File: src/rtl/nn3_mem_arb_pkg.sv
// Shared widths, data types and round-robin pointer encoding for the nn3
// scratch-memory arbiter.
package nn3_mem_pkg;

  localparam int AW = 13;
  localparam int DW = 32;

  typedef logic [AW-1:0] addr_t;
  typedef logic [DW-1:0] data_t;

  // Which of loader / writeback gets the write port on the next tie.
  typedef enum logic {
    RR_LD = 1'b0,
    RR_WB = 1'b1
  } rr_ptr_t;

  // The ce starvation counter saturates at 15, so 4 bits cover it.
  localparam int STARVE_W = 4;
  localparam logic [STARVE_W-1:0] STARVE_MAX = 4'd15;

endpackage

File: src/rtl/nn3_mem_arb_if.sv
// Requester and memory-side signals of the nn3 scratch-memory arbiter.
//
// Handshake: every requester raises req with its address/data; the arbiter
// answers with a combinational gnt in the same cycle. A request is served on
// a rising clock edge where req and gnt are both high, and adr/wdata are
// sampled at that edge. req does not have to wait for gnt, and a requester
// that is not granted may keep or drop its request.
interface nn3_mem_arb_if #(
  parameter int AW = nn3_mem_pkg::AW,
  parameter int DW = nn3_mem_pkg::DW
);
  import nn3_mem_pkg::*;

  // host config bus
  logic          host_req;
  logic          host_rw;
  logic [AW-1:0] host_adr;
  logic [DW-1:0] host_wdata;
  logic          host_gnt;
  logic          host_rvalid;
  logic [DW-1:0] host_rdata;
  // input-stream loader
  logic          ld_req;
  logic [AW-1:0] ld_adr;
  logic [DW-1:0] ld_wdata;
  logic          ld_gnt;
  // result writeback
  logic          wb_req;
  logic [AW-1:0] wb_adr;
  logic [DW-1:0] wb_wdata;
  logic          wb_gnt;
  // compute engine dual read
  logic          ce_req;
  logic [AW-1:0] ce_adr0;
  logic [AW-1:0] ce_adr1;
  logic          ce_gnt;
  logic          ce_rvalid;
  logic [DW-1:0] ce_rdata0;
  logic [DW-1:0] ce_rdata1;
  // memory side
  logic [AW-1:0] mwadr;
  logic          mwrite;
  logic [DW-1:0] mwdata;
  logic [AW-1:0] mr0;
  logic [AW-1:0] mr1;
  logic [DW-1:0] mrdata0;
  logic [DW-1:0] mrdata1;
  // internal state made visible for checkers
  rr_ptr_t              dbg_rr_ptr;
  logic [STARVE_W-1:0]  dbg_starve;

  // arbiter side
  modport slave (
    input  host_req, host_rw, host_adr, host_wdata,
    output host_gnt, host_rvalid, host_rdata,
    input  ld_req, ld_adr, ld_wdata,
    output ld_gnt,
    input  wb_req, wb_adr, wb_wdata,
    output wb_gnt,
    input  ce_req, ce_adr0, ce_adr1,
    output ce_gnt, ce_rvalid, ce_rdata0, ce_rdata1,
    output mwadr, mwrite, mwdata, mr0, mr1,
    input  mrdata0, mrdata1,
    output dbg_rr_ptr, dbg_starve
  );

  // requesters plus the memory itself
  modport master (
    output host_req, host_rw, host_adr, host_wdata,
    input  host_gnt, host_rvalid, host_rdata,
    output ld_req, ld_adr, ld_wdata,
    input  ld_gnt,
    output wb_req, wb_adr, wb_wdata,
    input  wb_gnt,
    output ce_req, ce_adr0, ce_adr1,
    input  ce_gnt, ce_rvalid, ce_rdata0, ce_rdata1,
    input  mwadr, mwrite, mwdata, mr0, mr1,
    output mrdata0, mrdata1,
    input  dbg_rr_ptr, dbg_starve
  );

endinterface

File: src/rtl/nn3_mem_arb_rr2.sv
// Two-requester round-robin (loader vs writeback) for the memory write port.
// The pointer only moves when both sides compete and the port is free;
// a lone requester is granted without disturbing the pointer.
module nn3_rr2
  import nn3_mem_pkg::*;
(
  input  logic    clk,
  input  logic    rst,
  input  logic    en,
  input  logic    req_ld,
  input  logic    req_wb,
  output logic    gnt_ld,
  output logic    gnt_wb,
  output rr_ptr_t ptr
);

  rr_ptr_t ptr_next;

  // pointer register
  always_ff @(posedge clk or posedge rst) begin
    if (rst) begin
      ptr <= RR_LD;
    end else begin
      ptr <= ptr_next;
    end
  end

  // grant selection and next pointer
  always_comb begin
    gnt_ld   = 1'b0;
    gnt_wb   = 1'b0;
    ptr_next = ptr;
    if (en) begin
      if (req_ld && req_wb) begin
        gnt_ld   = (ptr == RR_LD);
        gnt_wb   = (ptr == RR_WB);
        ptr_next = (ptr == RR_LD) ? RR_WB : RR_LD;
      end else begin
        gnt_ld = req_ld;
        gnt_wb = req_wb;
      end
    end
  end

endmodule

File: src/rtl/nn3_mem_arb.sv
// Arbiter/scheduler for the nn3 scratch memory: one write port shared by
// host / loader / writeback, read port 0 shared by host and the compute
// engine, read port 1 owned by the compute engine. All memory-side outputs
// are registered; read data returns two cycles after the grant.
module nn3_mem_arb
  import nn3_mem_pkg::*;
#(
  parameter int AW          = nn3_mem_pkg::AW,
  parameter int DW          = nn3_mem_pkg::DW,
  parameter int CE_MAX_WAIT = 4
) (
  input  logic         clk,
  input  logic         rst,
  nn3_mem_arb_if.slave bus
);

  localparam logic [STARVE_W-1:0] CE_LIMIT = STARVE_W'(CE_MAX_WAIT);

  logic                host_wr;
  logic                host_rd;
  logic                ce_force;
  logic                ce_gnt_c;
  logic                host_gnt_c;
  logic                host_rd_go;
  logic                wr_free;
  logic                ld_gnt_c;
  logic                wb_gnt_c;
  rr_ptr_t             rr_ptr;
  logic [STARVE_W-1:0] starve;

  logic                wr_en_q;
  logic [AW-1:0]       wr_adr_q;
  logic [DW-1:0]       wr_data_q;
  logic [AW-1:0]       mr0_q;
  logic [AW-1:0]       mr1_q;
  logic                host_rd_p;
  logic                ce_rd_p;
  logic                host_rvalid_q;
  logic [DW-1:0]       host_rdata_q;
  logic                ce_rvalid_q;
  logic [DW-1:0]       ce_rdata0_q;
  logic [DW-1:0]       ce_rdata1_q;

  // Read port 0 decision: host read wins unless ce has starved long enough.
  // A host write never touches the read ports, so it coexists with ce.
  always_comb begin
    host_wr    = bus.host_req & bus.host_rw;
    host_rd    = bus.host_req & ~bus.host_rw;
    ce_force   = (starve >= CE_LIMIT);
    ce_gnt_c   = bus.ce_req & (~host_rd | ce_force);
    host_rd_go = host_rd & ~ce_gnt_c;
    host_gnt_c = host_wr | host_rd_go;
    wr_free    = ~host_wr;
  end

  // ld/wb share whatever the host write leaves free
  nn3_rr2 u_rr (
    .clk    (clk),
    .rst    (rst),
    .en     (wr_free),
    .req_ld (bus.ld_req),
    .req_wb (bus.wb_req),
    .gnt_ld (ld_gnt_c),
    .gnt_wb (wb_gnt_c),
    .ptr    (rr_ptr)
  );

  // ce starvation counter: counts denied ce cycles, clears when ce is served
  always_ff @(posedge clk or posedge rst) begin
    if (rst) begin
      starve <= '0;
    end else if (ce_gnt_c) begin
      starve <= '0;
    end else if (bus.ce_req && (starve != STARVE_MAX)) begin
      starve <= starve + 4'd1;
    end
  end

  // write stage: one-cycle mwrite pulse per grant, address/data hold when idle
  always_ff @(posedge clk or posedge rst) begin
    if (rst) begin
      wr_en_q   <= 1'b0;
      wr_adr_q  <= '0;
      wr_data_q <= '0;
    end else begin
      wr_en_q <= host_wr | ld_gnt_c | wb_gnt_c;
      if (host_wr) begin
        wr_adr_q  <= bus.host_adr;
        wr_data_q <= bus.host_wdata;
      end else if (ld_gnt_c) begin
        wr_adr_q  <= bus.ld_adr;
        wr_data_q <= bus.ld_wdata;
      end else if (wb_gnt_c) begin
        wr_adr_q  <= bus.wb_adr;
        wr_data_q <= bus.wb_wdata;
      end
    end
  end

  // read address stage: mr1 only moves for ce, both hold when idle
  always_ff @(posedge clk or posedge rst) begin
    if (rst) begin
      mr0_q     <= '0;
      mr1_q     <= '0;
      host_rd_p <= 1'b0;
      ce_rd_p   <= 1'b0;
    end else begin
      host_rd_p <= host_rd_go;
      ce_rd_p   <= ce_gnt_c;
      if (ce_gnt_c) begin
        mr0_q <= bus.ce_adr0;
        mr1_q <= bus.ce_adr1;
      end else if (host_rd_go) begin
        mr0_q <= bus.host_adr;
      end
    end
  end

  // read data stage: capture asynchronous memory data, raise rvalid one cycle
  always_ff @(posedge clk or posedge rst) begin
    if (rst) begin
      host_rvalid_q <= 1'b0;
      host_rdata_q  <= '0;
      ce_rvalid_q   <= 1'b0;
      ce_rdata0_q   <= '0;
      ce_rdata1_q   <= '0;
    end else begin
      host_rvalid_q <= host_rd_p;
      ce_rvalid_q   <= ce_rd_p;
      if (host_rd_p) begin
        host_rdata_q <= bus.mrdata0;
      end
      if (ce_rd_p) begin
        ce_rdata0_q <= bus.mrdata0;
        ce_rdata1_q <= bus.mrdata1;
      end
    end
  end

  assign bus.host_gnt    = host_gnt_c;
  assign bus.ld_gnt      = ld_gnt_c;
  assign bus.wb_gnt      = wb_gnt_c;
  assign bus.ce_gnt      = ce_gnt_c;
  assign bus.mwrite      = wr_en_q;
  assign bus.mwadr       = wr_adr_q;
  assign bus.mwdata      = wr_data_q;
  assign bus.mr0         = mr0_q;
  assign bus.mr1         = mr1_q;
  assign bus.host_rvalid = host_rvalid_q;
  assign bus.host_rdata  = host_rdata_q;
  assign bus.ce_rvalid   = ce_rvalid_q;
  assign bus.ce_rdata0   = ce_rdata0_q;
  assign bus.ce_rdata1   = ce_rdata1_q;
  assign bus.dbg_rr_ptr  = rr_ptr;
  assign bus.dbg_starve  = starve;

endmodule

File: src/flat_wrapper.sv
// flat-port wrapper written by rule: the top's interface ports become plain ports
module nn3_mem_arb_flat import nn3_mem_pkg::*;
#(
  parameter int AW          = nn3_mem_pkg::AW,
  parameter int DW          = nn3_mem_pkg::DW,
  parameter int CE_MAX_WAIT = 4
)
  (clk, rst, bus_host_req, bus_host_rw, bus_host_adr, bus_host_wdata, bus_host_gnt, bus_host_rvalid, bus_host_rdata, bus_ld_req, bus_ld_adr, bus_ld_wdata, bus_ld_gnt, bus_wb_req, bus_wb_adr, bus_wb_wdata, bus_wb_gnt, bus_ce_req, bus_ce_adr0, bus_ce_adr1, bus_ce_gnt, bus_ce_rvalid, bus_ce_rdata0, bus_ce_rdata1, bus_mwadr, bus_mwrite, bus_mwdata, bus_mr0, bus_mr1, bus_mrdata0, bus_mrdata1, bus_dbg_rr_ptr, bus_dbg_starve);
  nn3_mem_arb_if #(.AW(AW), .DW(DW)) bus_i ();
  input  logic clk;
  input  logic rst;
  input wire logic [$bits(bus_i.host_req)-1:0] bus_host_req;
  input wire logic [$bits(bus_i.host_rw)-1:0] bus_host_rw;
  input wire logic [$bits(bus_i.host_adr)-1:0] bus_host_adr;
  input wire logic [$bits(bus_i.host_wdata)-1:0] bus_host_wdata;
  output wire logic [$bits(bus_i.host_gnt)-1:0] bus_host_gnt;
  output wire logic [$bits(bus_i.host_rvalid)-1:0] bus_host_rvalid;
  output wire logic [$bits(bus_i.host_rdata)-1:0] bus_host_rdata;
  input wire logic [$bits(bus_i.ld_req)-1:0] bus_ld_req;
  input wire logic [$bits(bus_i.ld_adr)-1:0] bus_ld_adr;
  input wire logic [$bits(bus_i.ld_wdata)-1:0] bus_ld_wdata;
  output wire logic [$bits(bus_i.ld_gnt)-1:0] bus_ld_gnt;
  input wire logic [$bits(bus_i.wb_req)-1:0] bus_wb_req;
  input wire logic [$bits(bus_i.wb_adr)-1:0] bus_wb_adr;
  input wire logic [$bits(bus_i.wb_wdata)-1:0] bus_wb_wdata;
  output wire logic [$bits(bus_i.wb_gnt)-1:0] bus_wb_gnt;
  input wire logic [$bits(bus_i.ce_req)-1:0] bus_ce_req;
  input wire logic [$bits(bus_i.ce_adr0)-1:0] bus_ce_adr0;
  input wire logic [$bits(bus_i.ce_adr1)-1:0] bus_ce_adr1;
  output wire logic [$bits(bus_i.ce_gnt)-1:0] bus_ce_gnt;
  output wire logic [$bits(bus_i.ce_rvalid)-1:0] bus_ce_rvalid;
  output wire logic [$bits(bus_i.ce_rdata0)-1:0] bus_ce_rdata0;
  output wire logic [$bits(bus_i.ce_rdata1)-1:0] bus_ce_rdata1;
  output wire logic [$bits(bus_i.mwadr)-1:0] bus_mwadr;
  output wire logic [$bits(bus_i.mwrite)-1:0] bus_mwrite;
  output wire logic [$bits(bus_i.mwdata)-1:0] bus_mwdata;
  output wire logic [$bits(bus_i.mr0)-1:0] bus_mr0;
  output wire logic [$bits(bus_i.mr1)-1:0] bus_mr1;
  input wire logic [$bits(bus_i.mrdata0)-1:0] bus_mrdata0;
  input wire logic [$bits(bus_i.mrdata1)-1:0] bus_mrdata1;
  output wire logic [$bits(bus_i.dbg_rr_ptr)-1:0] bus_dbg_rr_ptr;
  output wire logic [$bits(bus_i.dbg_starve)-1:0] bus_dbg_starve;
  assign bus_i.host_req = bus_host_req;
  assign bus_i.host_rw = bus_host_rw;
  assign bus_i.host_adr = bus_host_adr;
  assign bus_i.host_wdata = bus_host_wdata;
  assign bus_host_gnt = bus_i.host_gnt;
  assign bus_host_rvalid = bus_i.host_rvalid;
  assign bus_host_rdata = bus_i.host_rdata;
  assign bus_i.ld_req = bus_ld_req;
  assign bus_i.ld_adr = bus_ld_adr;
  assign bus_i.ld_wdata = bus_ld_wdata;
  assign bus_ld_gnt = bus_i.ld_gnt;
  assign bus_i.wb_req = bus_wb_req;
  assign bus_i.wb_adr = bus_wb_adr;
  assign bus_i.wb_wdata = bus_wb_wdata;
  assign bus_wb_gnt = bus_i.wb_gnt;
  assign bus_i.ce_req = bus_ce_req;
  assign bus_i.ce_adr0 = bus_ce_adr0;
  assign bus_i.ce_adr1 = bus_ce_adr1;
  assign bus_ce_gnt = bus_i.ce_gnt;
  assign bus_ce_rvalid = bus_i.ce_rvalid;
  assign bus_ce_rdata0 = bus_i.ce_rdata0;
  assign bus_ce_rdata1 = bus_i.ce_rdata1;
  assign bus_mwadr = bus_i.mwadr;
  assign bus_mwrite = bus_i.mwrite;
  assign bus_mwdata = bus_i.mwdata;
  assign bus_mr0 = bus_i.mr0;
  assign bus_mr1 = bus_i.mr1;
  assign bus_i.mrdata0 = bus_mrdata0;
  assign bus_i.mrdata1 = bus_mrdata1;
  assign bus_dbg_rr_ptr = bus_i.dbg_rr_ptr;
  assign bus_dbg_starve = bus_i.dbg_starve;
  nn3_mem_arb #(.AW(AW), .DW(DW), .CE_MAX_WAIT(CE_MAX_WAIT)) u_core (.clk(clk), .rst(rst), .bus(bus_i));
endmodule
File: config.mk
export PLATFORM = sky130hd
export DESIGN_NAME = nn3_mem_arb_flat
export DESIGN_NICKNAME = d
export VERILOG_FILES = /design/src/rtl/nn3_mem_arb_pkg.sv /design/src/rtl/nn3_mem_arb_if.sv /design/src/rtl/nn3_mem_arb_rr2.sv /design/src/rtl/nn3_mem_arb.sv /design/src/flat_wrapper.sv
export SDC_FILE = /design/constraint.sdc
export NUM_CORES = 1
export LEC_CHECK = 0
export BUFFER_PORTS_ARGS = -buffer_cell sky130_fd_sc_hd__buf_2
export CAP_MARGIN = 0
export CORE_AREA = 2 2 158 160
export DETAILED_ROUTE_END_ITERATION = 8
export DIE_AREA = 0 0 160 162
export SYNTH_ARGS = -nofsm -noshare
export SYNTH_HDL_FRONTEND = slang
export SYNTH_HIERARCHICAL = 1
export SYNTH_SLANG_ARGS = --single-unit
File: constraint.sdc
create_clock -name clk -period 16.91 [get_ports clk]
set_clock_uncertainty 0.05 [all_clocks]
set_input_delay 1.691 -clock clk [delete_from_list [all_inputs] [get_ports clk]]
set_output_delay 1.691 -clock clk [all_outputs]
set_load 0.05 [all_outputs]
Word level (Yosys, flattened, before mapping):

Index checks and enable logic that the tools add are counted.

* output and inout port bits: 179
* input bits: 232
* logic and storage cells: 51
* register bits: 177

* muxes and demuxes: 15
* reduce and logical (&&, ||, !) cells: 6
* bitwise logic cells: 13
* $lt $le $gt $ge: 1
* equal/unequal tests: 1
* add/sub/neg operators: 1

Operators by type and width (count)
* $mux 32: 3
* $mux 13: 5
* $mux 4: 2
* $mux 1: 5
* $not 1->1: 5
* $add 4x1->4 const B: 1
* $and 1x1->1: 4
* $ge 4x3->1 const B: 1
* $ne 4x4->1 const B: 1
* $or 1x1->1: 4
* $reduce_bool 2->1: 2
* $reduce_bool 3->1: 1
* $logic_and 1x1->1: 2
* $reduce_and 2->1: 1

Longest topological paths before layout:

Gate-level depths: netlist of run 1.

* depth after elaboration: 9
* depth in mapped cells: 10
* depth with buffers taken out: 6

Hierarchy:

The synthesis of run 1 kept the hierarchy.

Modules (own cells, without submodules)
* nn3_mem_arb: cells each 552, seq. area each 4404.2 um^2, times used 1, area each 7509.7 um^2
* nn3_rr2: cells each 9, seq. area each 25.0 um^2, times used 1, area each 63.8 um^2

Worst setup path after synthesis of run 1:

OpenSTA, ideal clock, no wires.

* path type: input -> output
* from: in bus_host_rw
* to: out bus_ld_gnt
* data arrival time: 3.223 ns
* required time: 15.169 ns
* setup slack: 11.946 ns
* stages: 5
* path buffers: 2
* cell sequence: nand2_1 > buf_2 > buf_1 > nand2_1 > a21oi_1

* word-level cells in the longest chain between the ends: 2

RTL lines
* start: declaration: line flat_wrapper.sv:13 `input wire logic [$bits(bus_i.host_rw)-1:0] bus_host_rw;`
* $and 1x1->1: line nn3_mem_arb.sv:47 `host_wr = bus.host_req & bus.host_rw;`
* $mux 1: line nn3_mem_arb_rr2.sv:33 `if (en) begin`
* end: declaration: line flat_wrapper.sv:22 `output wire logic [$bits(bus_i.ld_gnt)-1:0] bus_ld_gnt;`

No other way between the ends.

Worst setup path after layout of run 1:

* from: in bus_host_rw
* to: out bus_ce_gnt

* word-level cells in the longest chain between the ends: 5

RTL lines
* $not 1->1: line nn3_mem_arb.sv:48 `host_rd = bus.host_req & ~bus.host_rw;`
* $and 1x1->1: line nn3_mem_arb.sv:48
* $not 1->1: line nn3_mem_arb.sv:50 `ce_gnt_c = bus.ce_req & (~host_rd | ce_force);`
* $or 1x1->1: line nn3_mem_arb.sv:50
* $and 1x1->1: line nn3_mem_arb.sv:50
* end: declaration: line flat_wrapper.sv:30 `output wire logic [$bits(bus_i.ce_gnt)-1:0] bus_ce_gnt;`

No other way between the ends.

==> results.txt, run 1 <==
The run finished with clean final reports. The kind of critical path is in -> out. The cell type group with the largest total delay on the critical path is simple AND/OR/NAND/NOR gates. For this run, the total global-route usage over all layers was measured as 0.1746. In this run the remaining antenna-violating nets after routing total 0.

From left edge to right edge, the die measures about 160 um. The number of storage elements in the synthesis netlist is 177. The setup TNS after final layout came out at 0 ns. STA classifies the critical path endpoint as an output port. The area added between synthesis and finish is 39.12%.

The slew of the pin with the lowest slew margin is 1.091 ns. The remaining global-route overflow is 0. In this run the register-to-register setup slack is between 10 and 15 ns.

The maximum fanout count along the critical path came out at 15. After clock tree synthesis, the clock-pin slew on the worst setup and hold paths is 0.07 ns. The count of cell instances traversed by the critical path came out at 5. The number of vias per cell after detailed routing is between 4 and 5. The first routing iteration left 243 violations. The max-slew violation count came out at 0. The cell leakage power is a little over 5 nW. Row generation in the floorplan step produced 57 rows. In the routed design, unresolved DRC markers number 0. Counting instances, the worst hold path has a depth of 1. In this run the standard cell core region covers 24110 um2. The die height is between 150 and 200 um. TritonCTS built the clock tree. Hold repair after CTS inserted 0 buffers. The post-detailed-route wirelength per cell is roughly 18 um. Setup violations remaining at the end of the flow were counted as 0.

The path with the worst hold slack has its endpoint at u_core/bus.ce_rdata0[29]$_DFFE_PP0P_. The clock passes through at most 2 buffers. For this configuration, the core starts out at a cell density of 0.3142. IR analysis of the VDD net gives a maximum drop of 60.37 uV.

By instance count, the cell type seen most on the critical path is sky130_fd_sc_hd__buf_2. The maximum number of pins on one net before global-route repair came out at 94. The total wire length after detailed routing came out at around 23000 um. The die outline area came out at 25920 um2.

The last weighted congestion value of the routability-driven placer came out at just under 0.8. At the end of the flow, the number of nets in the layout was 1192. Of the available clock period, the critical path in the final layout requires 0.2888. The buffers plus inverters on the worst setup path came out at 3. Dividing the synthesized area by the synthesized cell count gives 13.50 um2. The number of fill cells in the layout came out at between 2k and 2.5k.

The number of levels the H-tree was split into is 4. The post-synthesis net count is 794. Summing over every cut layer, the via total after detailed routing is 6001.

The worst register-to-register path begins at u_core/u_rr/ptr$_DFFE_PP0P_. For the worst setup path, the data arrival time is 3.14 ns. The number of port buffers came out at 410.

The number of sinks on the clock net is 177. The min-delay analysis places its worst path in the category reg -> reg. Traced cell by cell, the critical path runs through buf_2 > or4b_4 > nand2_2 > inv_1 > buf_2.

The largest stage delay on the critical path is 0.64 ns. The worst hold-check slack is 0.4519 ns. The synthesized netlist occupies a cell area of 7574 um2.

The count of cells resized by post-cts repair is 0. The worst-path cell with the longest stage delay is sky130_fd_sc_hd__or4b_4. Power spread over the standard cell area amounts to 137.8 nW/um2. Timing would allow up to 204.8 MHz. The worst pin sits at a relative slew slack of 0.2727.

In this run the most critical hold path is launched from u_core/bus.ce_rdata0[29]$_DFFE_PP0P_. The end of the worst register-to-register path is u_core/bus.mwdata[24]$_DFFE_PP0P_. The count of buffers added by post-CTS timing repair for setup came out at 0. Counting the buffers created by CTS gives 17. The detailed-routing iteration count for the pre-antenna-repair pass came out at 4. The top-level I/O count came out at a little over 400.

After layout, the minimum clock period comes to 4.883 ns. The number of antenna violations at the first check in global routing is 1. The length in cells of the worst reg-to-reg path is 6. The root buffer cell is sky130_fd_sc_hd__clkbuf_16.

The global-route wire length before repair came out at 35120 um. STA classifies the critical path startpoint as a primary input. The via count of the first global-routing pass came to approximately 6.3k. The tool flagged a number of max-cap violations equal to 0.

The count of synthesis-stage warnings from yosys came out at 6. The share of final-layout standard cells stronger than drive strength 1 is 0.6317. The number of hold violations in the final report came to 0. The instance count of the mapped netlist came out at roughly 560. The HPWL reported at the end of detailed placement came out at 16990 um. The sequential-to-total area share from yosys stat is 0.5848. Setup repair after global routing left no endpoint under its margin. The later pin in the worst-skew pair is clocked with a latency of 0.42 ns.

The number of distinct library cells after synthesis is 26. The worst path required time is ~15 ns.
[synth_stat cells (all sizes together)]
library cell / n / share of area
a21boi: 1 / 0.00099
a21oi: 4 / 0.0026
a221o: 13 / 0.017
and3: 15 / 0.013
buf: 22 / 0.015
clkbuf: 16 / 0.0079
dfrtp: 177 / 0.58
ha: 1 / 0.0017
inv: 6 / 0.0030
mux2: 154 / 0.23
mux2i: 45 / 0.059
nand2: 50 / 0.025
nand2b: 1 / 0.00083
nand3: 2 / 0.0013
nor2: 2 / 0.00099
nor2b: 1 / 0.00083
o21a: 1 / 0.00099
o21ai: 47 / 0.031
or3b: 1 / 0.0012
or4b: 1 / 0.0018
xnor2: 1 / 0.0012
[routing by layer]
layer / GRT usage / part of all wire
met1: 0.2067 / 0.40
met2: 0.3079 / 0.51
met3: 0.05669 / 0.076
met4: 0.04341 / 0.014
met5: 0 / 0
[state kept, by name, indices dropped and copies added, names as in the netlist]
name and count:
u_core/bus.dbg_starve 4, u_core/bus.host_rvalid 1, u_core/bus.ce_rdata1 32, u_core/bus.mr0 13, u_core/bus.mr1 13, u_core/bus.ce_rvalid 1, u_core/bus.mwrite 1, u_core/ce_rd_p 1
u_core/bus.mwdata 32, u_core/bus.mwadr 13, u_core/host_rd_p 1, u_core/bus.ce_rdata0 32, u_core/bus.host_rdata 32, u_core/u_rr/ptr 1
[per-stage QoR]
stage,cell area [um2],std cells,setup slack (ns),util,total power [W]
after CTS,10530,1296,12.03,0.4370,0.001472
after global placement,9941,1264,12.07,0.4124,0.001065
final,10540,1297,12.03,0.4371,0.001452
after global routing,10530,1296,11.96,0.4370,0.001521
after detailed placement,9941,1264,12.04,0.4124,0.001071
after floorplan,7574,561,10.40,-,0.0009256
[cells in the final DEF (no fill, tap or decap), types with 7 or more instances in the layout]
master and count:
sky130_fd_sc_hd__dfrtp_1 176, sky130_fd_sc_hd__nand2_1 48, sky130_fd_sc_hd__buf_2 410, sky130_fd_sc_hd__mux2_2 154, sky130_fd_sc_hd__and3_1 11, sky130_fd_sc_hd__buf_4 7
sky130_fd_sc_hd__a221o_1 13, sky130_fd_sc_hd__clkbuf_16 17, sky130_fd_sc_hd__o21ai_0 46, sky130_fd_sc_hd__mux2i_1 45
[cell type report]
cell class,count,area [um2],area share
Multi-Input combinational cell,340,2973,0.2822
Antenna cell,1,2.502,0.0002375
Sequential cell,177,4431,0.4205
Inverter,6,27.53,0.002613
Clock buffer,17,425.4,0.04038
Tap cell,324,405.4,0.03848
Timing Repair Buffer,417,2105,0.1997
Clock inverter,15,167.7,0.01591
[report_power, final]
part           total, W  switching [W]  internal, W
combinational  0.000529       0.000377     0.000152
sequential     0.000530      0.0000363     0.000493
clock          0.000394       0.000194     0.000199
[worst max path at each step]
stage	startpoint	to	slack [ns]
global route	bus_host_rw	bus_ce_gnt	11.96
detailed placement	bus_host_rw	bus_ce_gnt	12.04
global placement	bus_host_rw	bus_wb_gnt	12.07
CTS	bus_host_rw	bus_ce_gnt	12.03
floorplan	rst	u_core/bus.ce_rdata0[0]$_DFFE_PP0P_	10.40
finish	bus_host_rw	bus_ce_gnt	12.03
[cells by family after synthesis]
logic type / after synthesis / share of synthesized area
xor gates and xnor gates: 1 / 0.001157
AOI/OAI and AO/OA: 66 / 0.05287
muxes: 199 / 0.2885
adders and majority gates: 1 / 0.001652
DFF: 177 / 0.5848
buffers and inverters: 44 / 0.02594
and+or+nand+nor: 73 / 0.04510
No activity file was read; power rests on OpenSTA's default activity.
==> run 2, diff against run 1 <==
==> constraint.sdc (replaced) <==
create_clock -name clk -period 5.05 [get_ports clk]
set_clock_uncertainty 0.05 [all_clocks]
set_input_delay 0.505 -clock clk [delete_from_list [all_inputs] [get_ports clk]]
set_output_delay 0.505 -clock clk [all_outputs]
set_load 0.05 [all_outputs]
==> run 2 against run 1 <==
Utilization increased by 0.42 points. Sequential share of layout area is 0.40 points lower. Critical path depth shrank 1. Clock power grew to 3.6 times the previous value. Setup slack lost 9.8 ns. Power rose to 3.4 times the previous value. Worst hold slack got worse by 0.21 ns. Via count is essentially flat. Global-route usage down 0.072 points. Register-to-register slack worse by 12 ns. Largest cell class unchanged. Largest power group unchanged.
==> results.txt, run 2 (synthesized netlist as in run 1, its figures left out) <==
Result of the run: finished clean (unchanged). The kind of end point of the critical path was an output port (unchanged). The setup TNS after final layout came to 0 ns (unchanged). The count of buffers added by post-CTS timing repair for setup is 0 (unchanged).

The commonest non-fill, non-tap cell in the layout was sky130_fd_sc_hd__buf_2 (unchanged). The power share of the combinational group was 0.357 (was 0.364). The clock latency reported for the late side of the worst-skew pair came out at 0.43 ns (was 0.42 ns). The slew of the pin with the lowest slew margin is 0.9485 ns (was 1.091 ns). The remaining max-slew budget at the tightest pin is 0.3664 (was 0.2727). The global router's overall resource usage came out at 0.1738 (was 0.1746). The max-slew violation count came out at 0 (unchanged). The path category of the worst min-delay check is in -> reg (was reg -> reg). The residual DRC count is 0 (unchanged).

The minimum clock period after layout is 2.781 ns. The buffers plus inverters on the worst setup path came out at 2 (was 3). The internal power summed over all cells is 0.002898 W (was 0.0008445 W). The cell type group with the largest total delay on the critical path is simple AND/OR/NAND/NOR gates (unchanged). The post-detailed-route wirelength per cell is 17.63 um (was 17.86 um). The post-route core utilization is 0.4413 (was 0.4371). The global-route wire length before repair is 34860 um (was 35120 um).

The worst IR drop on VDD is 224.5 uV (was 60.37 uV). The layout net count is 1197 (was 1192). The cell leakage power is 5.234 nW (was 5.193 nW). The via count of the first global-routing pass is 6193 (was 6271).

The worst-path cell with the longest stage delay is sky130_fd_sc_hd__or4b_4 (unchanged). The total vias in the final route is 6006 (was 6001). The number of sinks on the clock net is 177 (unchanged).

Critical path, cell by cell: or4b_4 > nand2_2 > inv_1 > buf_2 (was buf_2 > or4b_4 > nand2_2 > inv_1 > buf_2). The number of antenna violations at the first check in global routing came to 2 (was 1). The area added between synthesis and finish was 40.46% (was 39.12%). The worst path required time is 4.49 ns (was 15.17 ns). The CTS tree is built (unchanged). The part of the cycle the worst path needs came out at 0.5507. The die height came out at 162 um (unchanged). The largest stage delay on the critical path is 0.64 ns (about the same). The number of vias per cell after detailed routing came out at 4.613 (was 4.627). Derived from the worst setup path, the maximum achievable clock frequency is 359.6 MHz. The initial core utilization is 0.3142 (unchanged). The number of port buffers is 410 (unchanged).

The width of the die came out at 160 um (unchanged). The HPWL reported at the end of detailed placement is 17230 um (was 16990 um). The share of final-layout standard cells stronger than drive strength 1 is 0.6325 (was 0.6317). The worst endpoint data arrival time came to 2.23 ns (was 3.14 ns). The power density over cell area is 466.9 nW/um2 (was 137.8 nW/um2).

The max-cap violation count is 0 (unchanged). The number of buffers created by CTS came out at 17 (unchanged). The antenna violation net count after detailed routing is 0 (unchanged). The remaining global-route overflow came to 0 (unchanged). The number of violations reported at the end of detailed-routing iteration 0 came to 246 (was 243).

The clock-pin transition on the worst setup and hold timing paths came out at 0.09 ns (was 0.07 ns). Commonest cells after routing, fill and taps aside: sky130_fd_sc_hd__buf_2 (410), sky130_fd_sc_hd__dfrtp_1 (176), sky130_fd_sc_hd__mux2_2 (154) (unchanged). The maximum number of pins on one net before global-route repair is 68 (was 94).

The worst-case setup slack after placement came to 2.170 ns (was 12.04 ns). The sequential share of power is 0.358 (was 0.365). The number of levels the H-tree was split into was 4 (unchanged). The maximum fanout count along the critical path is 15 (unchanged). The final critical-path setup slack is 2.269 ns (was 12.03 ns). The placed cell area came to 9970 um2 (was 9941 um2). The root buffer cell is sky130_fd_sc_hd__clkbuf_16 (unchanged). The startpoint type of the worst setup path is a register (was primary input).

The power dissipated by switching net loads is 0.002070 W (was 0.0006073 W). The switching portion of total power came to 0.4167 (was 0.4183). The final instance area came out at 10640 um2 (was 10540 um2). The die outline area is 25920 um2 (unchanged). RSZ-0062 raised after global routing: no (unchanged). The top-level I/O count was 411 (unchanged).

The number of hold violations in the final report was 0 (unchanged). The clock network power share came out at 0.286 (was 0.271). The detailed-routing iteration count for the pre-antenna-repair pass came to 6 (was 4). The maximum count of clock buffers along a single path came out at 2 (unchanged).

The last weighted congestion value of the routability-driven placer came out at 0.8020 (was 0.7927). The count of endpoints failing setup in the final report came out at 0 (unchanged). The kind of critical path is reg -> out (was in -> out). The total wire length after detailed routing came out at 22960 um (was 23160 um).

The core area came out at 24110 um2 (unchanged). The number of placement rows came to 57 (unchanged).
[run 2: routing by layer]
| layer | GRT usage | share of wire | wire length [um] |
|---|---|---|---|
| met1 | 0.2077 | 0.40 | 9188 |
| met5 | 0 | 0.00057 | 13 |
| met4 | 0.03931 | 0.0087 | 199 |
| met2 | 0.3015 | 0.51 | 11620 |
| met3 | 0.06282 | 0.085 | 1940 |
[run 2: metrics by stage]
step | hold slack (ns) | total power, W | std cells
finish | 0.2462 | 0.004967 | 1302
CTS | 0.2226 | 0.005034 | 1301
floorplan | 0.1837 | 0.003100 | 561
global route | 0.2160 | 0.005203 | 1302
detailed placement | 0.3216 | 0.003588 | 1268
global placement | 0.3251 | 0.003572 | 1268
[run 2: timing repair]
item | in CTS | in global routing
hold buffers | 1 | 0
hold endpoints to repair | 1 | 0
resized for setup | 0 | 0
[run 2: worst reg2reg max path, stage by stage, from the launching register on]
cell and delay [ns]:
sky130_fd_sc_hd__dfrtp_1 0.45, sky130_fd_sc_hd__inv_1 0.10, sky130_fd_sc_hd__a21oi_4 0.40, sky130_fd_sc_hd__buf_4 0.37, sky130_fd_sc_hd__buf_4 0.42, sky130_fd_sc_hd__mux2i_1 0.26, sky130_fd_sc_hd__o21ai_0 0.09, sky130_fd_sc_hd__mux2_2 0.28
[run 2: path summary, 6_finish.rpt]
kind                                                 startpoint                                   end  slack, ns  depth (start not counted)
max                        u_core/bus.dbg_starve[3]$_DFFE_PP0P_                            bus_ce_gnt       2.27                          4
max reg2reg                         u_core/u_rr/ptr$_DFFE_PP0P_     u_core/bus.mwdata[18]$_DFFE_PP0P_       2.53                          7
min reg2reg                            u_core/ce_rd_p$_DFF_PP0_        u_core/bus.ce_rvalid$_DFF_PP0_       0.36                          0
max in group asynchronous                                   rst  u_core/bus.ce_rdata0[10]$_DFFE_PP0P_       3.02                          4
min in group asynchronous                                   rst           u_core/u_rr/ptr$_DFFE_PP0P_       0.43                          3
min                                             bus_mrdata1[31]  u_core/bus.ce_rdata1[31]$_DFFE_PP0P_       0.25                          2
[run 2: layout make-up]
class                      instances  area [um2]
clock buffer                      17       425.4
fill                            2362       13470
timing repair buffer             422        2145
clock inverter                    15       230.2
inverter                           6       26.28
sequential                       177        4431
tap                              324       405.4
multi-input combinational        340        2973
antenna                            1       2.502
[run 2: power by group through the flow]
stage	combinational, W	sequential (W)	clock [W]
after CTS	0.00179	0.00178	0.00147
after floorplan	0.000465	0.00263	0
final	0.00177	0.00178	0.00142
after detailed placement	0.00179	0.00180	0
after global routing	0.00187	0.00181	0.00153
after global placement	0.00178	0.00180	0
==> run 3, diff against run 2 <==
--- a/config.mk
+++ b/config.mk
@@ -5,6 +5,7 @@
 export SDC_FILE = /design/constraint.sdc
 export NUM_CORES = 1
 export LEC_CHECK = 0
+export ABC_AREA = 1
 export BUFFER_PORTS_ARGS = -buffer_cell sky130_fd_sc_hd__buf_2
 export CAP_MARGIN = 0
 export CORE_AREA = 2 2 158 160
==> constraint.sdc (replaced) <==
create_clock -name clk -period 2.45 [get_ports clk]
set_clock_uncertainty 0.05 [all_clocks]
set_input_delay 0.245 -clock clk [delete_from_list [all_inputs] [get_ports clk]]
set_output_delay 0.245 -clock clk [all_outputs]
set_load 0.05 [all_outputs]
==> run 3 against run 2 <==
Combinational power grew 100%. Routed wire length grew 10%. Synthesized cell count grew 29%. Non-clock buffer count increased by 74. Largest power group unchanged. Die area stayed put. Critical path type unchanged. Worst hold slack worse by 0.23 ns. Critical endpoint is now bus_host_gnt. First-iteration DRC count is 52% higher.
==> results.txt, run 3 <==
The area of the mapped netlist is 7705 um2 (was 7574 um2). The global router's overall resource usage is 0.1912 (was 0.1738). The residual DRC count came out at 0 (unchanged). The count of synthesis-stage warnings from yosys is 6 (unchanged). The instance count of the mapped netlist is 722 (was 561). The detailed-routing iteration count for the pre-antenna-repair pass came out at 5 (was 6). The end of the worst register-to-register path is u_core/bus.mwdata[29]$_DFFE_PP0P_ (was u_core/bus.mwdata[18]$_DFFE_PP0P_).

The worst endpoint data arrival time was 1.74 ns (was 2.23 ns). The count of endpoints failing setup in the final report came to 0 (unchanged). The multi-input gate area in the final layout came out at 2919 um2 (was 2973 um2).

The maximum clock frequency came out at 491.1 MHz. The buffers plus inverters on the worst setup path came out at 1 (was 2). The last weighted congestion value of the routability-driven placer is 0.8218 (was 0.8020). The HPWL reported at the end of detailed placement is 18470 um (was 17230 um). The number of port buffers came out at 410 (unchanged). The commonest non-fill, non-tap cell in the layout is sky130_fd_sc_hd__buf_2 (unchanged). The layout net count came out at 1424 (was 1197). The quantity of hold-fixing buffers added after cts was 72 (was 1). The core area came out at 24110 um2 (unchanged). The post-detailed-route wirelength per cell is 16.52 um (was 17.63 um).

The worst hold path startpoint is bus_host_wdata[0] (was bus_mrdata1[31]). The kind of critical path was reg -> out (unchanged). The number of fill cells in the layout came out at 2321 (was 2362). The number of buffers created by CTS came out at 17 (unchanged). The flop-to-flop setup slack is 0.72 ns (was 2.53 ns). The width of the die came out at 160 um (unchanged). The kind of end point of the critical path is an output port (unchanged). The area added between synthesis and finish came out at 47.82% (was 40.46%).

The slew of the pin with the lowest slew margin came out at 1.093 ns (was 0.9485 ns). The top-level I/O count is 411 (unchanged). The clock latency reported for the late side of the worst-skew pair came out at 0.43 ns (about the same).

The maximum fanout count along the critical path is 9 (was 15). The global-route wire length before repair is 38860 um (was 34860 um). Result of the run: finished clean (unchanged). The worst-path cell with the longest stage delay is sky130_fd_sc_hd__a21oi_2 (was sky130_fd_sc_hd__or4b_4).

The launch instance of the worst register-to-register path was u_core/u_rr/ptr$_DFFE_PP0P_ (unchanged). The number of sinks on the clock net is 177 (unchanged). Ranking of synthesized cells by instance count: sky130_fd_sc_hd__nand2_1 (255), sky130_fd_sc_hd__dfrtp_1 (177), sky130_fd_sc_hd__mux2_2 (94) (was sky130_fd_sc_hd__dfrtp_1 (177), sky130_fd_sc_hd__mux2_2 (154), sky130_fd_sc_hd__nand2_1 (49)). The total vias in the final route is 7021 (was 6006). The count of cells resized by post-cts repair was 0 (unchanged). The clock-pin transition on the worst setup and hold timing paths came to 0.08 ns (was 0.09 ns). The CTS tree is built (unchanged).

The minimum clock period after layout came out at approximately 2 ns. The die outline area is 25920 um2 (unchanged). The top-area cell type share of the netlist area is 0.5749 (was 0.5848).

The worst hold path depth is 3 (was 2). The synthesized area per cell came out at 10.67 um2 (was 13.50 um2). The number of antenna violations at the first check in global routing is 2 (unchanged). The dominant register cell in the synthesized netlist is sky130_fd_sc_hd__dfrtp_1 (unchanged). The fraction of registers with async set/reset was 1.000 (unchanged). The number of levels the H-tree was split into is 4 (unchanged). The number of hold violations in the final report was 0 (unchanged). The total wire length after detailed routing is 25280 um (was 22960 um). The part of the cycle the worst path needs came out at 0.8311. The cell type group with the largest total delay on the critical path is compound AO/OA/AOI/OAI gates (was simple AND/OR/NAND/NOR gates). The post-synthesis net count came to 955 (was 794). The sum of internal, switching and leakage power is 0.01012 W (was 0.004967 W).

The maximum number of pins on one net before global-route repair came out at 93 (was 68). The number of violations reported at the end of detailed-routing iteration 0 is 375 (was 246). The number of distinct library cells after synthesis is 22 (was 26). The power density over cell area came out at 888.3 nW/um2 (was 466.9 nW/um2).

The remaining global-route overflow came out at 0 (unchanged). Commonest cells after routing, fill and taps aside: sky130_fd_sc_hd__buf_2 (410), sky130_fd_sc_hd__nand2_1 (255), sky130_fd_sc_hd__dfrtp_1 (176) (was sky130_fd_sc_hd__buf_2 (410), sky130_fd_sc_hd__dfrtp_1 (176), sky130_fd_sc_hd__mux2_2 (154)). The number of vias per cell after detailed routing came to 4.589 (was 4.613). The antenna violation net count after detailed routing came to 0 (unchanged). The length in cells of the worst reg-to-reg path came out at 7 (unchanged).

Top cells by area, synth: sky130_fd_sc_hd__dfrtp_1 (57%), sky130_fd_sc_hd__mux2_2 (14%), sky130_fd_sc_hd__nand2_1 (12%) (was sky130_fd_sc_hd__dfrtp_1 (58%), sky130_fd_sc_hd__mux2_2 (23%), sky130_fd_sc_hd__mux2i_1 (5.9%)). The maximum count of clock buffers along a single path came to 2 (unchanged). The number of synthesized flops with an enable pin came to 0 (unchanged). The number of placement rows came out at 57 (unchanged). The worst-case hold path end point is u_core/bus.mwdata[0]$_DFFE_PP0P_ (was u_core/bus.ce_rdata1[31]$_DFFE_PP0P_).

The worst path required time came to 2.15 ns (was 4.49 ns). The worst IR drop on VDD came to 430.4 uV (was 224.5 uV). The cell taking the most area after synthesis is sky130_fd_sc_hd__dfrtp_1 (unchanged).

The number of storage elements in the synthesis netlist came out at 177 (unchanged). The die height is 162 um (unchanged). The most numerous cell in the Yosys netlist was sky130_fd_sc_hd__nand2_1 (was sky130_fd_sc_hd__dfrtp_1). The placed cell area is 10020 um2 (was 9970 um2). The sequential standard cell area was 4431 um2 (unchanged).

The max-cap violation count came out at 0 (unchanged). The cell leakage power came out at 5.844 nW (was 5.234 nW). The path category of the worst min-delay check is in -> reg (unchanged). Critical path, cell by cell: nor2_1 > a21oi_2 > o21ai_0 > buf_2 (was or4b_4 > nand2_2 > inv_1 > buf_2).

The share of final-layout standard cells stronger than drive strength 1 is 0.4743 (was 0.6325). The startpoint type of the worst setup path is a register (unchanged). The final instance area came out at 11390 um2 (was 10640 um2). The sequential-to-total area share from yosys stat came out at 0.5749 (was 0.5848). The largest stage delay on the critical path came out at 0.43 ns (was 0.64 ns). The max-slew violation count came out at 0 (unchanged). The root buffer cell is sky130_fd_sc_hd__clkbuf_16 (unchanged). The via count of the first global-routing pass was 7094 (was 6193). The remaining max-slew budget at the tightest pin is 0.2683 (was 0.3664). The initial core utilization was 0.3196 (was 0.3142). RSZ-0062 raised after global routing: no (unchanged). The count of buffers added by post-CTS timing repair for setup is 0 (unchanged).
[run 3: changes by cell type after synthesis, sizes merged, moves of 22 or more]
cell	change
o211ai	+45
mux2	-58
nand3	+72
o21ai	-46
buf	+22
nand2	+209
mux2i	-45
[run 3: how the worst max path moves through the flow]
stage                                         start                                  end  slack, ns  cells after the start
2_1_floorplan                                   rst  u_core/bus.ce_rdata0[0]$_DFFE_PP0P_       -0.1                      1
6_report       u_core/bus.dbg_starve[2]$_DFFE_PP0P_                         bus_host_gnt       0.41                      4
3_3_place_gp                            bus_host_rw      u_core/bus.mwadr[6]$_DFFE_PP0P_       0.47                      6
5_1_grt        u_core/bus.dbg_starve[2]$_DFFE_PP0P_                         bus_host_gnt       0.25                      4
3_5_place_dp                            bus_host_rw      u_core/bus.mwadr[6]$_DFFE_PP0P_       0.49                      6
4_1_cts        u_core/bus.dbg_starve[2]$_DFFE_PP0P_                         bus_host_gnt       0.39                      4
[run 3: worst register-to-register path: stages, from the launching register on]
cell,delay (ns)
sky130_fd_sc_hd__dfrtp_1,0.44
sky130_fd_sc_hd__inv_1,0.10
sky130_fd_sc_hd__a21oi_1,0.07
sky130_fd_sc_hd__nor2_1,0.11
sky130_fd_sc_hd__nand2_2,0.07
sky130_fd_sc_hd__inv_2,0.57
sky130_fd_sc_hd__nand2_1,0.15
sky130_fd_sc_hd__nand2_1,0.11
[run 3: routing by layer]
layer / up-vias / global-route usage / share of wire
li1: 3365 / - / -
met1: 3327 / 0.2331 / 0.40
met2: 296 / 0.3331 / 0.51
met3: 33 / 0.05107 / 0.072
met4: 0 / 0.05733 / 0.019
met5: - / 0 / 0
[run 3: report_power, final]
group / switching (W) / internal, W
sequential: 0.000254 / 0.00339
clock: 0.00134 / 0.00158
combinational: 0.00259 / 0.000956
[run 3: cells by family (layout without fill, tap and decap cells)]
logic type / Yosys count / after routing / synth area share
compound gates: 51 / 51 / 0.05456
fa+ha+maj: 1 / 1 / 0.001624
buf+inv: 57 / 539 / 0.04839
flops: 177 / 177 / 0.5749
mux: 96 / 96 / 0.1403
other cells: 0 / 2 / 0
simple gates: 340 / 340 / 0.1803
[run 3: layout make-up]
cell class / count / area share
tap: 324 / 0.03559
inverter: 11 / 0.003955
sequential: 177 / 0.3890
multi-input combinational: 488 / 0.2563
clock inverter: 15 / 0.01922
antenna: 2 / 0.0004394
clock buffer: 17 / 0.03735
timing repair buffer: 496 / 0.2582
[run 3: per-stage QoR]
stage	utilization	hold WS [ns]	setup WS, ns	TNS [ns]	std cells
finish	0.4725	0.01629	0.4138	0	1530
global route	0.4724	0.001972	0.2481	0	1529
CTS	0.4723	0.0001998	0.3863	0	1528
detailed placement	0.4157	0.06798	0.4896	0	1424
global placement	0.4157	0.06493	0.4689	0	1424
floorplan	-	-0.07629	-0.09764	-17.18	722
